===== src/rtl/cam_pkg.sv =====
// Shared types and helpers for the CAM match sequencer and other ex_cam blocks.
// Helpers take vectors zero-extended to CAM_MAX_W, so they serve any depth up to 64 lines.
package cam_pkg;

  localparam int CAM_MAX_SIZE = 6;
  localparam int CAM_MAX_W    = 2**CAM_MAX_SIZE;

  typedef enum logic {IDLE, SCAN} cam_seq_state_t;

  function automatic logic [CAM_MAX_SIZE+1:0] popcount(input logic [CAM_MAX_W-1:0] v);
    logic [CAM_MAX_SIZE+1:0] cnt;
    cnt = '0;
    for (int i = 0; i < CAM_MAX_W; i++) begin
      cnt = cnt + (CAM_MAX_SIZE+2)'(v[i]);
    end
    return cnt;
  endfunction

  function automatic logic [CAM_MAX_W-1:0] onehot_clr(input logic [CAM_MAX_W-1:0] v,
                                                      input logic [CAM_MAX_SIZE-1:0] idx);
    return v & ~(CAM_MAX_W'(1) << idx);
  endfunction

endpackage


===== src/rtl/cam_prio_enc.sv =====
// Combinational priority encoder: vector -> highest (MSB_FIRST=1) or lowest set index, plus any-set.
// Zero latency; an empty vector yields index 0 with any_o low.
module cam_prio_enc #(
  parameter int SIZE      = 5,
  parameter bit MSB_FIRST = 1'b1
) (
  input  logic [2**SIZE-1:0] vec_i,
  output logic [SIZE-1:0]    index_o,
  output logic               any_o
);

  localparam int WIDTH = 2**SIZE;

  // The last set bit visited wins, so the scan direction selects the priority.
  always_comb begin
    index_o = '0;
    any_o   = |vec_i;
    if (MSB_FIRST) begin
      for (int i = 0; i < WIDTH; i++) begin
        if (vec_i[i]) index_o = SIZE'(i);
      end
    end else begin
      for (int i = WIDTH-1; i >= 0; i--) begin
        if (vec_i[i]) index_o = SIZE'(i);
      end
    end
  end

endmodule


===== src/rtl/cam_match_sequencer.sv =====
// Emits every set line of an accepted CAM hit vector, one beat per cycle in priority order (miss beat if empty).
// First beat the cycle after accept; outputs hold while out_ready_i is low; accepts only when idle.
module cam_match_sequencer
  import cam_pkg::*;
#(
  parameter int SIZE      = 5,
  parameter bit MSB_FIRST = 1'b1
) (
  input  logic              clk_i,
  input  logic              rst_ni,
  input  logic              flush_i,
  input  logic              in_valid_i,
  output logic              in_ready_o,
  input  logic [2**SIZE-1:0] match_i,
  output logic              out_valid_o,
  input  logic              out_ready_i,
  output logic              out_hit_o,
  output logic [SIZE-1:0]   out_index_o,
  output logic              out_last_o,
  output logic [SIZE:0]     match_count_o,
  output logic              busy_o
);

  localparam int WIDTH = 2**SIZE;

  cam_seq_state_t   state_q, state_d;
  logic [WIDTH-1:0] pending_q, pending_d;
  logic [SIZE:0]    count_q, count_d;
  logic             miss_q, miss_d;

  logic [SIZE-1:0]  enc_idx;
  logic             enc_any;
  logic             single_left;

  cam_prio_enc #(.SIZE(SIZE), .MSB_FIRST(MSB_FIRST)) u_prio_enc (
    .vec_i   (pending_q),
    .index_o (enc_idx),
    .any_o   (enc_any)
  );

  assign single_left = enc_any && ((pending_q & (pending_q - WIDTH'(1))) == '0);

  always_comb begin
    in_ready_o    = 1'b0;
    out_valid_o   = 1'b0;
    out_hit_o     = 1'b0;
    out_index_o   = '0;
    out_last_o    = 1'b0;
    match_count_o = count_q;
    busy_o        = 1'b0;

    state_d   = state_q;
    pending_d = pending_q;
    count_d   = count_q;
    miss_d    = miss_q;

    case (state_q)
      IDLE: begin
        in_ready_o = 1'b1;
        if (in_valid_i) begin
          pending_d = match_i;
          count_d   = (SIZE+1)'(popcount(CAM_MAX_W'(match_i)));
          miss_d    = (match_i == '0);
          state_d   = SCAN;
        end
      end
      SCAN: begin
        busy_o      = 1'b1;
        out_valid_o = 1'b1;
        out_hit_o   = ~miss_q;
        out_index_o = miss_q ? '0 : enc_idx;
        out_last_o  = miss_q | single_left;
        if (out_ready_i) begin
          if (!miss_q) begin
            pending_d = WIDTH'(onehot_clr(CAM_MAX_W'(pending_q), CAM_MAX_SIZE'(enc_idx)));
          end
          if (out_last_o) begin
            state_d   = IDLE;
            pending_d = '0;
            miss_d    = 1'b0;
          end
        end
      end
      default: state_d = IDLE;
    endcase

    // Flush overrides any accept or beat this cycle; the last count stays visible.
    if (flush_i) begin
      state_d   = IDLE;
      pending_d = '0;
      miss_d    = 1'b0;
      count_d   = count_q;
    end
  end

  always_ff @(posedge clk_i or negedge rst_ni) begin
    if (!rst_ni) begin
      state_q   <= IDLE;
      pending_q <= '0;
      count_q   <= '0;
      miss_q    <= 1'b0;
    end else begin
      state_q   <= state_d;
      pending_q <= pending_d;
      count_q   <= count_d;
      miss_q    <= miss_d;
    end
  end

endmodule


===== config.mk =====
export PLATFORM = sky130hd
export DESIGN_NAME = cam_match_sequencer
export DESIGN_NICKNAME = d
export VERILOG_FILES = /design/src/rtl/cam_pkg.sv /design/src/rtl/cam_prio_enc.sv /design/src/rtl/cam_match_sequencer.sv
export SDC_FILE = /design/constraint.sdc
export NUM_CORES = 1
export LEC_CHECK = 0
export CAP_MARGIN = 5
export CORE_ASPECT_RATIO = 0.8
export CORE_MARGIN = 2
export CORE_UTILIZATION = 53
export CTS_BUF_LIST = sky130_fd_sc_hd__clkbuf_8
export DETAILED_ROUTE_END_ITERATION = 16
export GPL_TIMING_DRIVEN = 0
export PLACE_DENSITY = 0.89
export SYNTH_ARGS = -nofsm -noshare
export SYNTH_HDL_FRONTEND = slang
export SYNTH_SLANG_ARGS = --single-unit

===== constraint.sdc =====
create_clock -name clk_i -period 3.1 [get_ports clk_i]
set_input_delay 0.465 -clock clk_i [delete_from_list [all_inputs] [get_ports clk_i]]
set_output_delay 0.465 -clock clk_i [all_outputs]
set_load 0.05 [all_outputs]

# --- After elaboration in Yosys (flattened, before gate mapping) ---
# Cells that the tools add are included.
# Widths: inputs -> output; s select.
op_classes:
  shift: 1
  n_mux: 53
  reduce_logical: 7
  n_eq_ne: 4
  bitwise_logic: 7
  add_sub_neg: 32
ops:
  columns: ["op", "n"]
  rows:
  - ["$mux 32", 5]
  - ["$add 6x1->6", 26]
  - ["$mux 5", 18]
  - ["$and 32x32->32", 2]
  - ["$logic_not 32->1", 2]
  - ["$pmux 32 s2", 1]
  - ["$mux 4", 8]
  - ["$not 32->32", 1]
  - ["$reduce_or 32->1", 1]
  - ["$shl 1x5->32 const A", 1]
  - ["$sub 32x1->32 const B", 1]
  - ["$mux 1", 13]
  - ["$mux 3", 4]
  - ["$reduce_and 3->1", 3]
  - ["$add 5x1->6", 1]
  - ["$ne 3x3->1 const B", 2]
  - ["$add 4x1->5", 1]
  - ["$add 3x1->4", 1]
  - ["$mux 2", 2]
  - ["$ne 4x3->1 const B", 1]
  - ["$pmux 1 s2", 2]
  - ["$add 2x1->3", 1]
  - ["$ne 3x2->1 const B", 1]
  - ["$not 1->1", 3]
  - ["3 further kinds", 3]
totals:
  out_inout_bits: 16
  wordCells: 108
  input_bits: 37
  ff_bits: 40

# --- Logic depth before layout (Yosys ltp) ---
depth:
  ltp_word: 39
  ltp_mapped: 18
  ltp_nobuf: 18

# --- Hierarchy ---
# From an unflattened synthesis, not the netlist that was laid out.
unflattened:
  cells_unflattened: 482
  hier_area_um2: 4005.1
by_module_without_submodules:
  columns: ["module", "n_inst", "cells_per_inst", "area_each_um2", "seq_area_each_um2"]
  rows:
  - ["cam_match_sequencer", 1, 420, 3638.5, 1001.0]
  - ["cam_prio_enc", 1, 62, 366.6, 0.0]

# --- Worst setup path after synthesis ---
# Ideal clock, no wire load.
synth_path:
  path_kind: "input to register"
  from: "in match_i[17]"
  to: "reg count_q[4] (netlist: match_count_o[4])"
  path_stages: 18
  path_buffers: 0
  slack_ps: -1538
  arrival_ps: 4556
  required_ps: 3017
  setup_ps: 83
  cell_sequence: "fa_1 > inv_1 > fa_1 > inv_1 > fa_1 > inv_1 > fa_1 > fa_1 > fa_1 > inv_1 > ha_1 > inv_1 > fa_1 > inv_1 > a21o_1 > a21oi_1 > xor2_1 > o21ai_0"
synth_between:
  elab_chain_len: 15
synth_rtl:
  columns: ["element", "line_no", "text"]
  rows:
  - ["from (decl)", "cam_match_sequencer.sv:14", "input logic [2**SIZE-1:0] match_i,"]
  - ["$add 6x1->6 (15 in a row)", "cam_pkg.sv:14", "cnt = cnt + (CAM_MAX_SIZE+2)'(v[i]);"]
  - ["to (signal assigned)", "cam_match_sequencer.sv:105", "count_q <= count_d;"]
  - ["to (decl)", "cam_match_sequencer.sv:28", "logic [SIZE:0] count_q, count_d;"]
# No other way between the ends.
# A chain may end at the register's enable or synchronous reset.

# --- Worst setup path in the final report ---
layout_path:
  from: "in match_i[25]"
  to: "reg count_q[4] (netlist: match_count_o[4])"
layout_between:
  elab_chain_len: 7
layout_rtl:
  columns: ["element", "line_no"]
  rows:
  - ["$add 6x1->6 (7 in a row)", "cam_pkg.sv:14"]
# No other way between the ends.

==> flow_summary.ini <==
[synthesis]
syn_area_sq_um = 3840
synth_ff_type = dfrtp_1
synthesis.nets = 521
synth_top_family_by_area = compound AO/OA/AOI/OAI gates
synth_fa_ha_area_share_pct = 15.1
yosys_warnings = 0
synth_mux_area_share_pct = 0
synthSimpleGateAreaFrac_pct = 19.2
synth-seq-cells = 40
synth_area_per_cell_sq_um = 8.51
synth_compound_area_share_pct = 30.7
syn_inst = 452
yosysSeqAreaShare_pct = 26.0
ys_async_sr_fraction_pct = 100
synthXorXnorAreaFrac_pct = 0.683
synth_edf_count = 0
yosys.cell_types.count = 67

[grt]
grt.overflow.total = 0
globalRouteTotalUtil_pct = 35.9
grt_pass1_vias = 4180
antenna_found_initial = 0
grt_pass1_wl_um = 22100
grt_max_degree = 25

[timing]
rsz0062_at_grt = true
max_freq_mhz = 212
drv_slew = 0
finalSetupViolations = 18
finalHoldViolCount = 0
worst_clock_skew_ns = 0.0135
worst_pin_slew_ns = 0.760
finalCritPeriodShare_pct = 152
relSlewSlack_pct = 49.4
finalWorstPathRequiredPeriod_ns = 4.71
setup_ws_ns = -1.61

[place]
dp_hpwl_um = 10600
place_ws_ns = -2.43
place.gp.congestion = 0.998
placedCellCount = 591
io_buffers = 51

[floorplanning]
fp.dieArea_sq_um = 7960
dieHeight_um = 80.2
rows = 27
io_pins = 53
core-area_sq_um = 6960
start_util_pct = 55.2
die_w_um = 99.2

[worst_setup_path]
worstPathRequired_ns = 3.27
criticalPathCategory = primary input to flip-flop
start_kind = primary input
cp_max_fo = 3
critPathCaptureType = flip-flop
cp_data_arrival_time_ns = 4.89

[power]
pwr-share-comb_pct = 71.0
power_mw = 3.81
p_per_area_nw_per_um2 = 775
p_int_mw = 1.94
p_sw_mw = 1.87
power_frac_clock_pct = 11.7
power_leakage_nw = 2.02
swShare_pct = 49.1
irDropWorstVdd_mv = 0.789
power_frac_seq_pct = 17.3

[finish]
post-route-util_pct = 70.7
fin_nets = 592
n_antenna_cell = 0
fin_cells = 611
final_cell_mix = inv_1, dfrtp_1, nor2_1, clkdlybuf4s50_1, nand2_1
nFillCells = 508
multi_input_area_sq_um = 2730
area_growth_pct = 28.1
seq_area_sq_um = 1000
layout-drive-gt1-share_pct = 22.3

[routing]
drtIter0Drc = 738
avgRoutedWirePerCell_um = 23.6
antenna_left = 0
vias = 4374
drc_errors = 0
avgViaCountPerCell = 7.16
routed_wl_um = 14400
dr.pass1.iters = 8

[hold_path]
hold_class = primary input to asynchronous set/reset pin

[cts]
path_clk_slew_ns = 0.08
cts_tree = yes
clockRootBuffer = clkbuf_8
h-tree-depth = 2
cts.sink_count = 40
clock_latency_ns = 0.31
cts_buffers = 5
cts_buffer_depth = 2
cts.hold.buffers_added = 0

[run]
max_cap_viol_count = 0

[run_status]
status = finished, violations left
failed_checks = negative setup slack
[repair_timing]
item                       4_1_cts  5_1_grt
buffers inserted                 7        9
gates cloned                     0        1
pin swaps                       31       31
gates resized for setup        102       60
setup endpoints to repair       12       22
[cell usage after synthesis, types with 4 or more instances]
library cell | n | area share (%)
o41ai_1 | 10 | 2.3
nand2_1 | 28 | 2.7
o211ai_1 | 6 | 1.2
nand2b_1 | 5 | 0.81
o21ai_2 | 8 | 1.8
inv_1 | 46 | 4.5
ha_1 | 8 | 2.6
o22ai_1 | 5 | 0.81
o21ai_0 | 27 | 3.5
buf_2 | 4 | 0.52
dfrtp_1 | 40 | 26
or4_1 | 5 | 0.98
o2111ai_1 | 5 | 1.1
and2_1 | 4 | 0.65
fa_1 | 24 | 12
o31ai_1 | 9 | 1.8
a22oi_1 | 20 | 3.9
a21oi_1 | 20 | 2.6
o21a_1 | 4 | 0.78
nor3_1 | 11 | 1.4
nand3_1 | 7 | 0.91
nor4_1 | 17 | 2.8
nor2_1 | 41 | 4.0
clkbuf_1 | 25 | 2.4
or3_1 | 4 | 0.65
[layout make-up]
cell class                      instances  area share, %
Buffer                                 28           3.00
Clock buffer                            5           1.40
Clock inverter                          3          0.864
Inverter                               47           3.58
Multi-Input combinational cell        333           55.4
Sequential cell                        40           20.4
Tap cell                               87           2.21
Timing Repair Buffer                   68           13.1
[power by group through the flow]
stage | Combinational [mW] | Sequential [mW] | Clock (mW)
4_1_cts | 2.40 | 0.648 | 0.443
6_report | 2.71 | 0.658 | 0.447
3_5_place_dp | 2.23 | 0.652 | 0
2_1_floorplan | 1.44 | 0.757 | 0
5_1_grt | 2.93 | 0.667 | 0.461
3_3_place_gp | 2.12 | 0.648 | 0
[sequential cells by signal (all words and copies together) (netlist names)]
name,cells
state_q,1
match_count_o,6
pending_q,32
miss_q,1
[final timing paths]
kind,cells after the start,slack [ns],startpoint,endpoint
max,19,-1.61,match_i[25],match_count_o[4]
min,1,0.09,rst_ni,pending_q[19]
max reg2reg,11,-0.06,pending_q[9],pending_q[17]
min reg2reg,2,0.47,match_count_o[0],match_count_o[0]
max in group asynchronous,2,2.53,rst_ni,pending_q[10]
min in group clk_i,3,0.42,match_i[21],pending_q[21]
[layer usage]
metal	vias up	wire [um]	GRT usage [%]
met1	2045	5480	50.3
met5	-	0	0
met2	412	6130	54.2
met4	0	599	11.4
li1	1829	-	-
met3	88	2180	9.49
[critical path, cell delays in order]
cell     delay [ns]
buf_6          0.10
inv_1          0.05
fa_1           0.49
fa_1           0.52
inv_1          0.05
fa_1           0.51
inv_1          0.06
fa_1           0.47
fa_1           0.53
fa_1           0.44
inv_2          0.09
ha_4           0.13
inv_2          0.04
fa_2           0.42
inv_2          0.07
a21o_1         0.17
a21oi_2        0.08
xor2_1         0.14
o21ai_1        0.07
[logic make-up after synthesis]
group           after synthesis
flops                        40
xor+xnor                      3
compound gates              159
buf+inv                      79
simple gates                139
fa+ha+maj                    32
[metrics by stage]
| stage | TNS (ns) | hold WS [ns] | instance area (sq um) |
|---|---|---|---|
| after floorplan | -7.60 | 0.169 | 3860 |
| after global placement | -14.12 | 0.452 | 4480 |
| after detailed placement | -15.11 | 0.419 | 4500 |
| after CTS | -8.41 | 0.101 | 4730 |
| after global routing | -10.19 | 0.125 | 4920 |
| final | -8.70 | 0.0858 | 4920 |
Note: power is estimated with default switching activity, not from simulation.
==> edit 1: new RTL, same settings <==
`MSB_FIRST` is set to 1'b1 in 2 places; all go to 1'b0.
--- a/src/rtl/cam_prio_enc.sv
+++ b/src/rtl/cam_prio_enc.sv
@@ -2,7 +2,7 @@
 // Zero latency; an empty vector yields index 0 with any_o low.
 module cam_prio_enc #(
   parameter int SIZE      = 5,
-  parameter bit MSB_FIRST = 1'b1
+  parameter bit MSB_FIRST = 1'b0
 ) (
   input  logic [2**SIZE-1:0] vec_i,
   output logic [SIZE-1:0]    index_o,
--- a/src/rtl/cam_match_sequencer.sv
+++ b/src/rtl/cam_match_sequencer.sv
@@ -4,7 +4,7 @@
   import cam_pkg::*;
 #(
   parameter int SIZE      = 5,
-  parameter bit MSB_FIRST = 1'b1
+  parameter bit MSB_FIRST = 1'b0
 ) (
   input  logic              clk_i,
   input  logic              rst_ni,
Function: changed (a bounded check fails within 4 cycles, from zero or initial values and one cycle with rst_ni low).
==> edit 1 against the original RTL <==
  * Critical endpoint unchanged
  * Setup slack gained 0.15 ns
  * Area after synthesis shrank 5.1%
  * The flow still finishes with violations (setup timing)
  * Cell area grew 3.6%
  * Sequential cell count is the same
  * Power shrank 10%
  * Critical path depth shrank 2
  * Hold slack lost 0.084 ns
  * Routed wire length grew 0.33%
==> edit 1: results (changes against the original RTL) <==
Critical path
  – R2R Path Start: pending_q[12]$_DFFE_PN0P_
  – Capture point of the worst reg-to-reg path: pending_q[25]$_DFFE_PN0P_
  – Flop2flop setup slack: -0.41 ns (-0.35 ns)
  – Slowest stage delay, CP: 0.56 ns (+0.03 ns)
  – CP max-delay cell: fa_2
  – Worst R2R Path Depth: 12 (+1)

STA
  – Final WS setup: -1.463 ns (+0.1517 ns)
  – Clock skew: 0.01889 ns (+0.005366 ns)
  – Worst-Margin Slew: 1.036 ns (+0.2766 ns)
  – Min Hold Slack: 0.001870 ns (-0.08390 ns)
  – Final setup viols: 38 (+20)

Cells and area
  – Layout fillers: 471 (-7.3%)
  – Final Util: 0.7548 (+0.04734)

Logic synthesis
  – Synth cell types: 54 (-19%)
  – Syn Inst Count: 429 (-5.1%)
  – Seq/Total Area, Yosys: 0.2744 (+0.01411)
  – Synth area leaders: dfrtp_1 (27%), fa_1 (13%), inv_1 (5.2%), o21ai_0 (4.7%), nor2_1 (3.7%)
  – Post-synth top cells: inv_1 (51), dfrtp_1 (40), nor2_1 (36), o21ai_0 (34), nand2_1 (25)
  – Mapped Nets: 498 (-4.4%)

GRT
  – First-pass GRT wire length: 22660 um (+2.3%)
  – Grt met2 use: 0.6035 (+0.06158)
  – Met1 usage: 0.5168 (+0.01379)
  – Total track usage: 0.3879 (+0.02911)
  – Grt met3 use: 0.1086 (+0.01377)
  – Largest net degree at the start of global routing: 33 (+32%)

Clock network
  – Reg clk slew, reported paths: 0.10 ns (+0.02 ns)

Outcome
  – Failing checks: setup timing
  – Status: finished with violations

Detailed routing
  – DRT iter0 DRCs: 544 (-26%)
  – DRT met1 WL: 5517 um (+0.62%)
  – WL met2: 6406 um (+4.5%)
  – Avg WL per Cell: 23.84 um (+1.2%)
  – Total number of vias: 4187 (-4.3%)
  – DRT Pass-1 Iters: 5 (-3)
  – Via density: 6.909 (-3.5%)

Pwr
  – Worst vdd ir: 1106 uV (+40%)
  – Leak: 2.120 nW (+4.7%)

Placed design
  – DP Wirelength: 10490 um (-0.99%)
  – Placed instance area: 0.004390 mm2 (-2.4%)
  – Placed cells: 568 (-3.9%)
  – Placement Setup Slack: -2.364 ns (+0.06830 ns)
[edit 1: final cells by class]
cell class | count | area, um2 | share of cell area
multi-input combinational | 311 | 2715 | 0.5324
sequential | 40 | 1013 | 0.1987
timing repair buffer | 88 | 849.6 | 0.1666
inverter | 51 | 191.4 | 0.03754
buffer | 21 | 123.9 | 0.02429
tap | 87 | 108.9 | 0.02134
clock buffer | 6 | 82.58 | 0.01619
clock inverter | 2 | 15.01 | 0.002944
[edit 1: cells by family (layout without fill, tap and decap cells)]
group / Yosys count / in the layout / synth area share
simple gates: 132 / 132 / 0.1904
xor+xnor: 3 / 3 / 0.007205
compound gates: 144 / 144 / 0.2844
flops: 40 / 40 / 0.2744
buf+inv: 78 / 168 / 0.08439
fa+ha+maj: 32 / 32 / 0.1592
[edit 1: how the worst max path moves through the flow]
stage	slack [ns]	endpoint	cells past startpoint	start
2_1_floorplan	-1.49	match_count_o[4]$_DFFE_PN0P_	18	match_i[17]
3_3_place_gp	-2.21	match_count_o[4]$_DFFE_PN0P_	17	match_i[5]
3_5_place_dp	-2.36	match_count_o[5]$_DFFE_PN0P_	15	match_i[5]
4_1_cts	-1.49	match_count_o[4]$_DFFE_PN0P_	19	match_i[21]
5_1_grt	-1.58	match_count_o[4]$_DFFE_PN0P_	19	match_i[21]
6_report	-1.46	match_count_o[4]$_DFFE_PN0P_	17	match_i[7]
[edit 1: report_power, final]
group / switching [mW] / internal, mW
clock: 0.213 / 0.181
sequential: 0.0779 / 0.588
combinational: 1.37 / 0.996
[edit 1: repair_timing]
item | in CTS | in global routing
buffers inserted | 25 | 12
gates cloned | 2 | 0
setup endpoints to repair | 43 | 42
gates resized for setup | 173 | 38
pin swaps | 46 | 27
==> edit 2: new RTL, same flow settings <==
Made on the original files. Register the output `match_count_o`; this adds one clock of latency there. The other outputs are not delayed to match.
--- a/src/rtl/cam_match_sequencer.sv
+++ b/src/rtl/cam_match_sequencer.sv
@@ -23,6 +23,8 @@
 
   localparam int WIDTH = 2**SIZE;
 
+  logic [SIZE:0] match_count_d;
+
   cam_seq_state_t   state_q, state_d;
   logic [WIDTH-1:0] pending_q, pending_d;
   logic [SIZE:0]    count_q, count_d;
@@ -46,7 +48,7 @@
     out_hit_o     = 1'b0;
     out_index_o   = '0;
     out_last_o    = 1'b0;
-    match_count_o = count_q;
+    match_count_d = count_q;
     busy_o        = 1'b0;
 
     state_d   = state_q;
@@ -107,5 +109,9 @@
     end
   end
 
+  always_ff @(posedge clk_i) begin
+    match_count_o <= match_count_d;
+  end
+
 endmodule
 
Check against the original RTL: not equivalent (a bounded check fails within 4 cycles, from zero or initial values and one cycle with rst_ni low).
==> edit 2 against the original RTL <==
  * The run still ends with setup timing left
  * Sequential share of layout area increased by 2.6 points
  * Setup slack better by 0.17 ns
  * Via count fell by 7.9%
  * Routed wire length down 9.4%
  * Sequential cell count grew 6
  * Area after synthesis is 1.5% lower
  * Global-route usage shrank 1.5 points
  * Cell count decreased by 2.5%
  * Clock power fell by 11%
  * Power down 5.3%
  * Cell area down 0.71%
  * Maximum frequency is 3.7% higher
==> edit 2: results (changes against the original RTL) <==
GRT
  – Total track usage: 0.3440 (-0.01484)
  – Vias in the first global route: 4000 (-4.3%)
  – First-pass GRT wire length: 20930 um (-5.5%)
  – Largest net degree at the start of global routing: 40 (+60%)

Logic synthesis
  – Async S/R FF share, synth: 0.8696 (-0.1304)
  – Synth cell types: 58 (-13%)
  – Seq/Total Area, Yosys: 0.2959 (+0.03557)
  – Avg Cell Area, Syn: 8.935 um2 (+5.0%)

Cells and area
  – Share of layout cells above drive strength 1: 0.2161 (-0.007172)
  – Final nets: 577 (-2.5%)

Critical path
  – CP endpoint: count_q[4]$_DFFE_PN0P_
  – Worst R2R Path Depth: 12 (+1)
  – Crit path from: match_i[9]
  – R2R Path Start: pending_q[2]$_DFFE_PN0P_
  – Crit path max fanout: 2 (-1)
  – Capture point of the worst reg-to-reg path: pending_q[6]$_DFFE_PN0P_

Detailed routing
  – Routed wire length: 13050 um (-9.4%)
  – DRT Pass-1 Iters: 6 (-2)
  – DRT iter0 DRCs: 601 (-19%)
  – Avg WL per Cell: 21.89 um (-7.1%)
  – Via density: 6.758 (-5.6%)

STA
  – Final setup viols: 7 (-11)
  – Final WS setup: -1.448 ns (+0.1665 ns)
  – Setup TNS: -7.642 ns (+1.057 ns)

Placed design
  – Placed cells: 564 (-4.6%)
  – Placed instance area: 0.004454 mm2 (-0.97%)
  – PortBufs: 52 (+2.0%)
  – DP Wirelength: 9503 um (-10%)

Outcome
  – Status: finished with violations
  – Failing checks: setup timing

Pwr
  – Worst vdd ir: 1196 uV (+52%)
  – Leak: 2.140 nW (+5.7%)

Worst hold path
  – Hold Path Class: flop to flop
-- edit 2: worst max-delay path, cell delays in order --
cell and delay, ns:
clkdlybuf4s15_2 0.20, inv_2 0.05, fa_1 0.50, fa_1 0.45
fa_1 0.51, fa_1 0.51, fa_1 0.52, fa_1 0.42
inv_2 0.08, ha_4 0.13, inv_2 0.04, fa_2 0.39
inv_2 0.05, a21o_1 0.12, a21oi_2 0.06, xor2_1 0.17
o21ai_1 0.08
-- edit 2: logic make-up after synthesis --
| kind of cell | Yosys count | share of synthesized area |
|---|---|---|
| compound gates | 134 | 0.2622 |
| xor+xnor | 3 | 0.006937 |
| fa+ha+maj | 35 | 0.1612 |
| buf+inv | 79 | 0.08685 |
| flops | 46 | 0.2959 |
| simple gates | 127 | 0.1869 |
-- edit 2: layout make-up --
cell class / instances / area, um2
buffer: 25 / 127.6
clock buffer: 5 / 68.82
timing repair buffer: 79 / 737.0
tap: 87 / 108.9
multi-input combinational: 299 / 2500
fill: 518 / 2003
sequential: 46 / 1124
clock inverter: 3 / 25.02
inverter: 52 / 197.7
-- edit 2: through the flow --
| step | utilization | total power, mW | worst slack [ns] |
|---|---|---|---|
| 2_1_floorplan | - | 2.225 | -1.486 |
| 3_3_place_gp | 0.6442 | 2.670 | -2.174 |
| 3_5_place_dp | 0.6463 | 2.790 | -2.309 |
| 4_1_cts | 0.6926 | 3.377 | -1.480 |
| 5_1_grt | 0.7093 | 3.881 | -1.570 |
| 6_report | 0.7093 | 3.611 | -1.448 |
-- edit 2: per-layer routing --
layer / up-vias / global-route usage / part of all wire
met2: 319 / 0.5510 / 0.45
met4: 0 / 0.1288 / 0.039
met5: - / 0 / 0
met1: 1922 / 0.4671 / 0.39
li1: 1729 / - / -
met3: 58 / 0.06655 / 0.11
-- edit 2: worst min-delay path by stage --
stage                                     endpoint                   start  slack [ns]
after CTS                 match_count_o[5]$_DFF_P_  count_q[5]$_DFFE_PN0P_        0.38
after global placement    match_count_o[5]$_DFF_P_  count_q[5]$_DFFE_PN0P_        0.35
after detailed placement    count_q[5]$_DFFE_PN0P_                  rst_ni        0.27
after global routing      match_count_o[4]$_DFF_P_  count_q[4]$_DFFE_PN0P_        0.40
final                     match_count_o[0]$_DFF_P_  count_q[0]$_DFFE_PN0P_        0.39
after floorplan             count_q[0]$_DFFE_PN0P_                  rst_ni        0.17
-- edit 2: what timing repair did --
action	CTS	global route
gates resized for setup	104	30
pin swaps	27	29
hold buffers	1	0
hold endpoints to repair	1	0
setup buffers	15	10
setup endpoints to repair	13	18
-- edit 2: power by group --
group	total (mW)	switching, mW	internal [mW]
clock network	0.396	0.233	0.163
registers	0.780	0.0842	0.696
logic	2.43	1.41	1.02
